### src/rtl/result_bcd_converter.sv
`default_nettype none
// ============================================================================
// Module      : result_bcd_converter
// Description : Captures the quotient, remainder and error flag from the
//               long-division datapath on a rising edge of `done`. It converts
//               both values to packed BCD with a sequential shift-and-add-3
//               (double-dabble) engine. It then presents registered digits and
//               a one-cycle `valid` pulse to the seven-segment driver.
//
// Parameters  : WIDTH  - quotient/remainder width in bits
//               DIGITS - BCD digits per value (10**DIGITS > 2**WIDTH - 1)
//
// Ports       : clk        in   system clock, rising edge
//               reset      in   asynchronous, active-high reset
//               done       in   division-complete status (start on rising edge)
//               error      in   divide-by-zero status, sampled with the start
//               quotient   in   binary quotient  [WIDTH-1:0]
//               remainder  in   binary remainder [WIDTH-1:0]
//               q_bcd      out  packed BCD quotient, digit 0 in LSBs (reg)
//               r_bcd      out  packed BCD remainder (reg)
//               err_out    out  displayed result is an error (reg)
//               valid      out  one-cycle pulse when the outputs update
//               busy       out  conversion in progress (CONVERT or UPDATE)
//
// Options     : BCD_LEADING_BLANK_EN - when defined, zero digits above the most
//               significant non-zero digit of a normal result show as 4'hF.
//               Digit 0 is never blanked.
//
// Revision    : 1.0 - initial release
// ============================================================================
module result_bcd_converter #(
    parameter int WIDTH  = 8,
    parameter int DIGITS = 3
) (
    input  logic                  clk,
    input  logic                  reset,
    input  logic                  done,
    input  logic                  error,
    input  logic [WIDTH-1:0]      quotient,
    input  logic [WIDTH-1:0]      remainder,
    output logic [4*DIGITS-1:0]   q_bcd,
    output logic [4*DIGITS-1:0]   r_bcd,
    output logic                  err_out,
    output logic                  valid,
    output logic                  busy
);

    localparam int CW = $clog2(WIDTH + 1);
    localparam int BW = 4 * DIGITS;
    localparam logic [CW-1:0] c_CNT_ONE = CW'(1);
    localparam logic [CW-1:0] c_CNT_INIT = CW'(WIDTH);
    localparam logic [BW-1:0] c_ALL_E = {DIGITS{4'hE}};

    typedef enum logic [1:0] {
        S_IDLE    = 2'd0,
        S_CONVERT = 2'd1,
        S_UPDATE  = 2'd2
    } state_t;

    state_t              r_state;
    state_t              w_next;

    logic                r_done_d;
    logic                w_start;

    logic [WIDTH-1:0]    r_q_bin;
    logic [WIDTH-1:0]    r_r_bin;
    logic [BW-1:0]       r_q_scr;
    logic [BW-1:0]       r_r_scr;
    logic [CW-1:0]       r_cnt;
    logic                r_err;

    logic [BW-1:0]       w_q_adj;
    logic [BW-1:0]       w_r_adj;
    logic [BW+WIDTH-1:0] w_q_shift;
    logic [BW+WIDTH-1:0] w_r_shift;
    logic [BW-1:0]       w_q_disp;
    logic [BW-1:0]       w_r_disp;

    logic [BW-1:0]       r_q_out;
    logic [BW-1:0]       r_r_out;
    logic                r_err_out;
    logic                r_valid;

    // done_d follows done in every state, so an edge that arrives while busy
    // is consumed and never replayed once the block returns to IDLE.
    assign w_start = done & ~r_done_d;

    always_ff @(posedge clk or posedge reset) begin
        if (reset) begin
            r_done_d <= 1'b0;
        end else begin
            r_done_d <= done;
        end
    end

    // ------------------------------------------------------------------
    // Control FSM
    // ------------------------------------------------------------------
    always_ff @(posedge clk or posedge reset) begin
        if (reset) begin
            r_state <= S_IDLE;
        end else begin
            r_state <= w_next;
        end
    end

    always_comb begin
        w_next = r_state;
        busy   = 1'b0;
        case (r_state)
            S_IDLE: begin
                if (w_start) begin
                    w_next = error ? S_UPDATE : S_CONVERT;
                end
            end
            S_CONVERT: begin
                busy = 1'b1;
                // Counter value 1 here means this cycle performs the last shift.
                if (r_cnt == c_CNT_ONE) begin
                    w_next = S_UPDATE;
                end
            end
            S_UPDATE: begin
                busy   = 1'b1;
                w_next = S_IDLE;
            end
            default: begin
                w_next = S_IDLE;
            end
        endcase
    end

    // ------------------------------------------------------------------
    // Add-3 correction, per digit, no carry between digits
    // ------------------------------------------------------------------
    generate
        for (genvar d = 0; d < DIGITS; d++) begin : g_digit
            assign w_q_adj[4*d +: 4] = (r_q_scr[4*d +: 4] >= 4'd5) ?
                                       (r_q_scr[4*d +: 4] + 4'd3) : r_q_scr[4*d +: 4];
            assign w_r_adj[4*d +: 4] = (r_r_scr[4*d +: 4] >= 4'd5) ?
                                       (r_r_scr[4*d +: 4] + 4'd3) : r_r_scr[4*d +: 4];
        end
    endgenerate

    assign w_q_shift = {w_q_adj, r_q_bin} << 1;
    assign w_r_shift = {w_r_adj, r_r_bin} << 1;

    // ------------------------------------------------------------------
    // Scratch registers and shift counter
    // ------------------------------------------------------------------
    always_ff @(posedge clk or posedge reset) begin
        if (reset) begin
            r_q_bin <= '0;
            r_r_bin <= '0;
            r_q_scr <= '0;
            r_r_scr <= '0;
            r_cnt   <= '0;
            r_err   <= 1'b0;
        end else begin
            case (r_state)
                S_IDLE: begin
                    if (w_start) begin
                        r_q_bin <= quotient;
                        r_r_bin <= remainder;
                        r_q_scr <= '0;
                        r_r_scr <= '0;
                        r_cnt   <= c_CNT_INIT;
                        r_err   <= error;
                    end
                end
                S_CONVERT: begin
                    {r_q_scr, r_q_bin} <= w_q_shift;
                    {r_r_scr, r_r_bin} <= w_r_shift;
                    r_cnt              <= r_cnt - c_CNT_ONE;
                end
                default: begin
                end
            endcase
        end
    end

    // ------------------------------------------------------------------
    // Display formatting
    // ------------------------------------------------------------------
`ifdef BCD_LEADING_BLANK_EN
    // Walk from the top digit down; zeros stay blank until the first
    // non-zero digit. Digit 0 is always shown.
    function automatic logic [BW-1:0] blank_lead(input logic [BW-1:0] v);
        logic [BW-1:0] res;
        logic          lead;
        res  = v;
        lead = 1'b1;
        for (int d = DIGITS - 1; d >= 1; d--) begin
            if (lead && (v[4*d +: 4] == 4'h0)) begin
                res[4*d +: 4] = 4'hF;
            end else begin
                lead = 1'b0;
            end
        end
        return res;
    endfunction

    assign w_q_disp = blank_lead(r_q_scr);
    assign w_r_disp = blank_lead(r_r_scr);
`else
    assign w_q_disp = r_q_scr;
    assign w_r_disp = r_r_scr;
`endif

    // ------------------------------------------------------------------
    // Output registers
    // ------------------------------------------------------------------
    always_ff @(posedge clk or posedge reset) begin
        if (reset) begin
            r_q_out   <= '0;
            r_r_out   <= '0;
            r_err_out <= 1'b0;
            r_valid   <= 1'b0;
        end else begin
            r_valid <= 1'b0;
            if (r_state == S_UPDATE) begin
                r_q_out   <= r_err ? c_ALL_E : w_q_disp;
                r_r_out   <= r_err ? c_ALL_E : w_r_disp;
                r_err_out <= r_err;
                r_valid   <= 1'b1;
            end
        end
    end

    assign q_bcd   = r_q_out;
    assign r_bcd   = r_r_out;
    assign err_out = r_err_out;
    assign valid   = r_valid;

endmodule
`default_nettype wire

### config.mk
export PLATFORM = sky130hd
export DESIGN_NAME = result_bcd_converter
export DESIGN_NICKNAME = d
export VERILOG_FILES = /design/src/rtl/result_bcd_converter.sv
export SDC_FILE = /design/constraint.sdc
export NUM_CORES = 1
export LEC_CHECK = 0
export ABC_AREA = 1
export BUFFER_PORTS_ARGS = -buffer_cell sky130_fd_sc_hd__clkbuf_2
export CAP_MARGIN = 20
export CORE_UTILIZATION = 50
export CTS_CLUSTER_SIZE = 14
export DETAILED_ROUTE_END_ITERATION = 6
export HOLD_SLACK_MARGIN = 0.12
export PLACE_DENSITY_LB_ADDON = 0.12
export SETUP_SLACK_MARGIN = 0.05
export SLEW_MARGIN = 20
export SYNTH_ARGS = -nofsm -noshare
export SYNTH_HDL_FRONTEND = slang
export SYNTH_SLANG_ARGS = --single-unit
### constraint.sdc
create_clock -name clk -period 4.3 [get_ports clk]
set_input_delay 0.43 -clock clk [delete_from_list [all_inputs] [get_ports clk]]
set_output_delay 0.43 -clock clk [all_outputs]
set_load 0.005 [all_outputs]
* Word level (Yosys, flattened, before mapping)
Cells that the tools add are included.
** Word-level totals
- Output and inout port bits :: 27
- Logic and storage cells :: 61
- Input port bits :: 20
- Register bits after elaboration :: 74
** Operators by class
- $add $sub $neg :: 7
- Reductions and logical operators :: 6
- Muxes and demuxes :: 23
- Bitwise logic cells :: 2
- Magnitude comparators :: 6
- Eq/ne operators :: 5
** Operator list (count)
- $pmux W12 S2 :: 2
- $mux W12 :: 3
- $pmux W8 S2 :: 2
- $ge A4 B3 Y1 const B :: 6
- $mux W4 :: 5
- $add A4 B2 Y4 const B :: 4
- $mux W8 :: 2
- $pmux W4 S2 :: 1
- $add A3 B2 Y3 const B :: 2
- $mux W2 :: 3
- $mux W3 :: 2
- $reduce_and A2 Y1 :: 3
- $eq A4 B1 Y1 const B :: 1
- $ne A2 B2 Y1 const B :: 2
- $pmux W2 S2 :: 1
- $sub A4 B1 Y4 const B :: 1
- $eq A2 B1 Y1 const B :: 1
- $eq A2 B2 Y1 const B :: 1
- $logic_not A2 Y1 :: 1
- $mux W1 :: 2
- $reduce_bool A2 Y1 :: 1
- $reduce_or A2 Y1 :: 1
- $and A1 B1 Y1 :: 1
- $not A1 Y1 :: 1

* Logic depth before layout (Yosys ltp)
Gate-level depths: netlist of the first run.
- Depth after elaboration :: 4
- Depth in mapped cells :: 9

* Worst setup path before layout of the first run
Ideal clock, no wire load.
- Path type :: register to register
- Start point :: reg r_state[0]
- End point :: reg r_cnt[3]
- Slack :: 2.875 ns
- Path buffers :: 1
- Stages on the path, launching flop included :: 9
- Setup time :: 0.124 ns
- Required time :: 4.176 ns
- Data arrival time :: 1.301 ns
- Cell sequence :: dfrtp_1 inv_1 ha_1 nand3_4 nand2_8 buf_12 nand2_1 nand2_1 nand3_1
** Between the ends
- Word-level cells in the longest chain between the ends :: 3
** Ends and longest elaborated chain
- start: declaration :: RTL line 60 : state_t r_state;
- start signal: assignment :: RTL line 104 : r_state <= w_next;
- $eq A2 B1 Y1 or $logic_not A2 Y1 (tied branches) :: RTL line 161 : case (r_state)
- $reduce_bool A2 Y1 (no line) or $ne A2 B2 Y1 (tied branches)
- $reduce_and A2 Y1 (no line)
- end signal: assignment :: RTL line 168 : r_cnt <= c_CNT_INIT;
- end signal: assignment :: RTL line 175 : r_cnt <= r_cnt - c_CNT_ONE;
- end: declaration :: RTL line 70 : logic [CW-1:0] r_cnt;
Several ways; a longest one is shown, not always the timed one.
A chain may end at the register's enable or synchronous reset.

* Final worst setup path of the first run
- Start point :: reg r_state[0]
- End point :: reg r_r_out[4] (netlist: r_bcd[4])
** Between the ends
- Word-level cells in the longest chain between the ends :: 1
** Ends and longest elaborated chain
- $eq A2 B2 Y1 :: RTL line 222 : if (r_state == S_UPDATE) begin
- end signal: assignment :: RTL line 224 : r_r_out <= r_err ? c_ALL_E : w_r_disp;
- end: declaration :: RTL line 81 : logic [BW-1:0] r_r_out;
No other way between the ends.

==> flow_summary.json, run 1 <==
{
  "cts_sinks": 74,
  "synth_top_area_share_pct": 49.7,
  "instances_no_fill": 590,
  "hold_viol": 0,
  "grt_pass1_vias": 3014,
  "die_h_um": 88.3,
  "yosysUniqueCellTypes": 27,
  "setup_violations": 0,
  "core_mm2": 0.00721,
  "dp.cells": 574,
  "grt_usage_pct": 22.5,
  "wirelength_mm": 7.74,
  "drcViolationCount": 0,
  "ys_seq_area_share_pct": 49.7,
  "cts_tree": "yes",
  "cp.arrival_ns": 2.94,
  "power_density_mw_per_mm2": 547,
  "numCtsBuffers": 9,
  "post-route-min-period_ns": 2.69,
  "slew-limit-headroom_pct": 42.3,
  "netlist_top_cells_area": "dfrtp_1, nand2_1, nor2_1",
  "nets": 523,
  "timing.fmax_ghz": 0.372,
  "crit_fanout": 21,
  "pwr-share-seq_pct": 44.8,
  "cts_root_buf": "clkbuf_8",
  "dp_worst_setup_slack_ns": 1.64,
  "p_leak_nw": 2.12,
  "cts.clk_slew.worst_paths_ns": 0.08,
  "grt_pass1_wl_mm": 13.4,
  "insertedDiodeCount": 0,
  "power_mw": 2.28,
  "fin_crit_sh_pct": 62.5,
  "status": "completed",
  "vias_per_cell": 5.11,
  "drive_gt1_share_pct": 17.5,
  "rows": 31,
  "ir_worst_vdd_v": 0.000280,
  "via_count": 3012,
  "maxSlewViolCount": 0,
  "syn_inst": 439,
  "drv_cap": 0,
  "grt_max_degree": 52,
  "portBuffers": 46,
  "worstSetupPathType": "flip-flop to flip-flop",
  "synth_fp_nets": 476,
  "p_comb_share_pct": 32.0,
  "htree_levels": 3,
  "hold_class": "input pin to asynchronous set/reset pin",
  "clockBufferDepth": 2,
  "num_io_pins": 47,
  "die_x_um": 88.3,
  "synth_area_mm2": 0.00372,
  "crit_required_ns": 4.56,
  "die-area_mm2": 0.00780,
  "avgSynthCellArea_um2": 8.48,
  "ys_warn_count": 0,
  "worstRegToRegCells": 7,
  "antenna_found_initial": 0,
  "area_growth_pct": 12.1,
  "fin_skew_ns": 0.0103,
  "worstReg2RegStart": "r_state[0]",
  "internal-power_mw": 1.44,
  "final.setup.worst_slack_ns": 1.61,
  "grt-ovfl-total": 0,
  "start_util_pct": 51.6,
  "end_kind": "flip-flop",
  "post_cts_buffers": 0,
  "postCtsResizedCells": 0,
  "clock_latency_ns": 0.34,
  "switchingPower_mw": 0.840,
  "dr.pass1.iters": 4,
  "hold_buffers": 0,
  "hpwl_mm": 5.27,
  "setup_tns_ns": 0,
  "clockPowerShare_pct": 23.2,
  "wl_per_cell_um": 13.1,
  "p_sw_share_pct": 36.8,
  "startpoint": "r_state[0]",
  "rsz0062_at_grt": "false",
  "yosys.area.top_type": "dfrtp_1",
  "ant_nets": 0,
  "startpoint_type": "flip-flop",
  "drt_iter0_drc": 179,
  "ys_ff_latch": 74,
  "finalWeightedCongestion": 0.776,
  "worst_slew_pin_slew_ns": 0.865
}
## power groups by stage
stage | clock network, mW | logic, mW | registers [mW]
after floorplan | 0 | 0.560 | 1.01
after global placement | 0 | 0.716 | 1.03
after detailed placement | 0 | 0.738 | 1.04
after CTS | 0.542 | 0.740 | 1.02
after global routing | 0.569 | 0.849 | 1.05
final | 0.529 | 0.731 | 1.02
## layout make-up
class / count / area, um^2
Tap cell: 99 / 124
Sequential cell: 74 / 1850
Timing Repair Buffer: 49 / 253
Fill cell: 700 / 3040
Clock buffer: 9 / 124
Multi-Input combinational cell: 305 / 1570
Inverter: 47 / 183
Clock inverter: 7 / 70.1
## placed cells by master (no fill, tap or decap), types with 2 or more instances in the layout
master	count
nand2_1	115
dfrtp_1	74
nor2_1	58
clkbuf_2	46
inv_1	43
nand3_1	30
o21ai_0	23
a21oi_1	20
ha_1	17
o21ai_2	12
o21a_1	12
clkbuf_8	9
nand4_1	6
clkinvlp_4	4
clkinv_2	3
o22ai_1	3
buf_4	3
inv_2	2
o21ai_1	2
## cells by family after synthesis
| family | Yosys count | synth area share (%) |
|---|---|---|
| buf+inv | 60 | 8.13 |
| flops | 74 | 49.7 |
| simple gates | 214 | 24.0 |
| compound gates | 74 | 12.5 |
| fa+ha+maj | 17 | 5.71 |
## metal layers
metal	track usage [%]	wire length, um	up-vias
li1	-	-	1510
met1	28.8	3550	1441
met2	38.3	3860	57
met3	3.08	291	4
met4	9.68	36	0
met5	0	0	-
## worst max-delay path, cell delays in order, from the launching register on
cell and delay (ns):
dfrtp_1 0.40, inv_1 0.08, ha_1 0.68, inv_1 0.28, nor2_1 0.57, buf_4 0.31
inv_1 0.11, o21ai_0 0.17
## worst paths after layout
kind                               to  slack [ns]
setup / recovery             r_bcd[4]        1.61
hold / removal             r_r_bin[5]        0.21
setup reg to reg             r_bcd[4]        1.61
hold reg to reg            r_r_bin[0]        0.47
max in group asynchronous  r_q_scr[0]        3.25
min in group clk             r_done_d        0.25
## per-stage QoR
stage / hold slack [ns] / util, % / instance area [um^2]
after floorplan: 0.443 / - / 3720
after global placement: 0.459 / 55.2 / 3980
after detailed placement: 0.463 / 55.2 / 3980
after CTS: 0.239 / 57.9 / 4170
after global routing: 0.247 / 57.9 / 4180
final: 0.212 / 57.9 / 4180
## flip-flops by register name, indices dropped and copies added (netlist names)
signal    cells
err_out       1
q_bcd        12
r_bcd        12
r_cnt         4
r_done_d      1
r_err         1
r_q_bin       8
r_q_scr      12
r_r_bin       8
r_r_scr      12
r_state       2
valid         1
## cells in the mapped netlist
master    number
nand4_1        6
a21oi_1       20
buf_2          5
nand2_1      115
nor3_1         1
nor2_1        58
o21ai_0       23
o21ai_2       12
inv_2          2
a21oi_2        1
nand3b_1       1
a21oi_4        1
buf_12         2
o22ai_1        3
inv_6          1
o21a_1        12
dfrtp_1       74
buf_6          4
nand3_4        1
inv_1         44
clkbuf_1       1
nand2_2        1
o21ai_1        2
nand3_1       30
ha_1          17
buf_4          1
nand2_8        1
(Power assumes the default switching activity.)
==> run 2: changes to the inputs <==
==> constraint.sdc (replaced) <==
create_clock -name clk -period 2.29 [get_ports clk]
set_input_delay 0.229 -clock clk [delete_from_list [all_inputs] [get_ports clk]]
set_output_delay 0.229 -clock clk [all_outputs]
set_load 0.005 [all_outputs]
==> run 2 against run 1 <==
Effect of this change: worst hold slack lost 0.050 ns; final area up 1.5%; clock-buffer cell count is 5 higher; sequential share of layout area shrank 0.65 points; die area did not move; total power is 89% higher; core utilization rose by 0.87 points; flip-flop and latch count stayed put; final cell count up 0.85%; critical path depth shrank 1; critical endpoint is now r_q_scr[7]; largest cell class unchanged; highest routed layer unchanged.
==> flow_summary.json, run 2 (same netlist as run 1, synthesis figures left out) <==
{
  "status": "completed",
  "dp_worst_setup_slack_ns": 0.510,
  "crit_fanout": 19,
  "insertedDiodeCount": 0,
  "grt_pass1_wl_mm": 12.2,
  "setup_tns_ns": 0,
  "die_x_um": 88.3,
  "portBuffers": 46,
  "via_count": 2949,
  "power_mw": 4.32,
  "clockPowerShare_pct": 23.9,
  "wl_per_cell_um": 12.1,
  "drv_cap": 0,
  "setup_violations": 0,
  "cts_sinks": 74,
  "fin_area_mm2": 0.00424,
  "switchingPower_mw": 1.53,
  "placed_area_mm2": 0.00400,
  "cts_tree": "yes",
  "die_h_um": 88.3,
  "startpoint_type": "flip-flop",
  "finalWeightedCongestion": 0.810,
  "num_io_pins": 47,
  "reg2reg_to": "r_q_scr[7]",
  "grt_usage_pct": 20.4,
  "dr.pass1.iters": 4,
  "ir_worst_vdd_v": 0.000442,
  "startpoint": "r_state[1]",
  "p_comb_share_pct": 32.3,
  "grt_max_degree": 75,
  "antenna_found_initial": 0,
  "die-area_mm2": 0.00780,
  "p_sw_share_pct": 35.3,
  "start_util_pct": 51.6,
  "worstSetupPathType": "flip-flop to flip-flop",
  "instances_no_fill": 595,
  "rsz0062_at_grt": "false",
  "post-route-min-period_ns": 1.79,
  "setup.worst_path.end": "r_q_scr[7]",
  "internal-power_mw": 2.79,
  "whs_ns": 0.163,
  "cts.clk_slew.worst_paths_ns": 0.08,
  "fin_crit_sh_pct": 78.1,
  "rows": 31,
  "timing.fmax_ghz": 0.559,
  "power_density_mw_per_mm2": 1020,
  "htree_levels": 3,
  "hpwl_mm": 4.78,
  "ant_nets": 0,
  "cp.arrival_ns": 2.05,
  "hold_class": "input pin to flip-flop",
  "pwr-share-seq_pct": 43.8,
  "layout_common_cells": "nand2_1, dfrtp_1, nor2_1",
  "wirelength_mm": 7.21,
  "drcViolationCount": 0,
  "grt_pass1_vias": 2725,
  "crit_required_ns": 2.55,
  "grt-ovfl-total": 0,
  "worst_slew_pin_slew_ns": 0.568,
  "drive_gt1_share_pct": 16.9,
  "nFillCells": 690,
  "nets": 528,
  "p_leak_nw": 2.16,
  "dp.cells": 575,
  "post_cts_buffers": 0,
  "area_growth_pct": 13.8,
  "clock_latency_ns": 0.34,
  "slew-limit-headroom_pct": 62.0,
  "worstReg2RegStart": "r_state[1]",
  "numCtsBuffers": 9,
  "core_mm2": 0.00721,
  "fin_skew_ns": 0.00704,
  "clockBufferDepth": 2,
  "worstRegToRegCells": 6,
  "vias_per_cell": 4.96,
  "cts_root_buf": "clkbuf_8",
  "final_util_pct": 58.7,
  "final.setup.worst_slack_ns": 0.501,
  "drt_iter0_drc": 171,
  "end_kind": "flip-flop",
  "worst-r2r-setup-slack_ns": 0.50,
  "maxSlewViolCount": 0,
  "hold_viol": 0,
  "final_common_cell": "nand2_1"
}
[run 2: changes by cell type in the layout (fill, tap and decap cells not counted)]
cell           delta
clkbuf_8          +2
dlygate4sd3_1     +4
inv_2             +1
buf_12            +1
clkinv_2          -2
clkinvlp_4        -4
clkbuf_1          +3
[run 2: timing repair]
item / 4_1_cts / 5_1_grt
hold buffers: 4 / 0
endpoints found under the hold margin: 77 / 0
setup endpoints to repair: 0 / 0
resized for setup: 0 / 0
[run 2: power groups by stage]
stage / Sequential [mW] / Combinational (mW) / Clock [mW]
4_1_cts: 1.89 / 1.42 / 1.05
3_5_place_dp: 1.92 / 1.42 / 0
3_3_place_gp: 1.90 / 1.37 / 0
5_1_grt: 1.95 / 1.61 / 1.11
6_report: 1.89 / 1.39 / 1.03
2_1_floorplan: 1.90 / 1.05 / 0
[run 2: worst max-delay path, stage by stage, from the launching register on]
cell	delay, ns
dfrtp_1	0.40
inv_1	0.09
ha_1	0.30
inv_2	0.19
a21oi_4	0.49
nand3_1	0.13
o21ai_0	0.11
[run 2: area by class of cell]
| class | count | area (um^2) | share of cell area, % |
|---|---|---|---|
| tap | 99 | 124 | 2.92 |
| inverter | 47 | 181 | 4.28 |
| clock inverter | 2 | 35.0 | 0.827 |
| multi-input combinational | 305 | 1570 | 37.1 |
| sequential | 74 | 1850 | 43.7 |
| clock buffer | 14 | 163 | 3.84 |
| timing repair buffer | 54 | 313 | 7.38 |
[run 2: how the worst min path moves through the flow]
stage               start          to  slack (ns)  depth (start not counted)
floorplan            done    r_done_d        0.26                          0
CTS                 error       r_err        0.15                          3
global placement    reset    r_bcd[1]        0.33                          3
finish              error  r_state[0]        0.16                          4
global route        error  r_state[0]        0.18                          4
detailed placement  reset    r_bcd[3]        0.34                          3
[run 2: routing by layer]
layer / part of all wire, % / global-route usage (%) / wire, um / vias to the layer above
li1: - / - / - / 1510
met1: 49 / 26.3 / 3560 / 1379
met2: 47 / 34.1 / 3380 / 49
met3: 2.3 / 3.64 / 169 / 11
met4: 1.5 / 7.92 / 109 / 0
met5: 0 / 0 / 0 / -
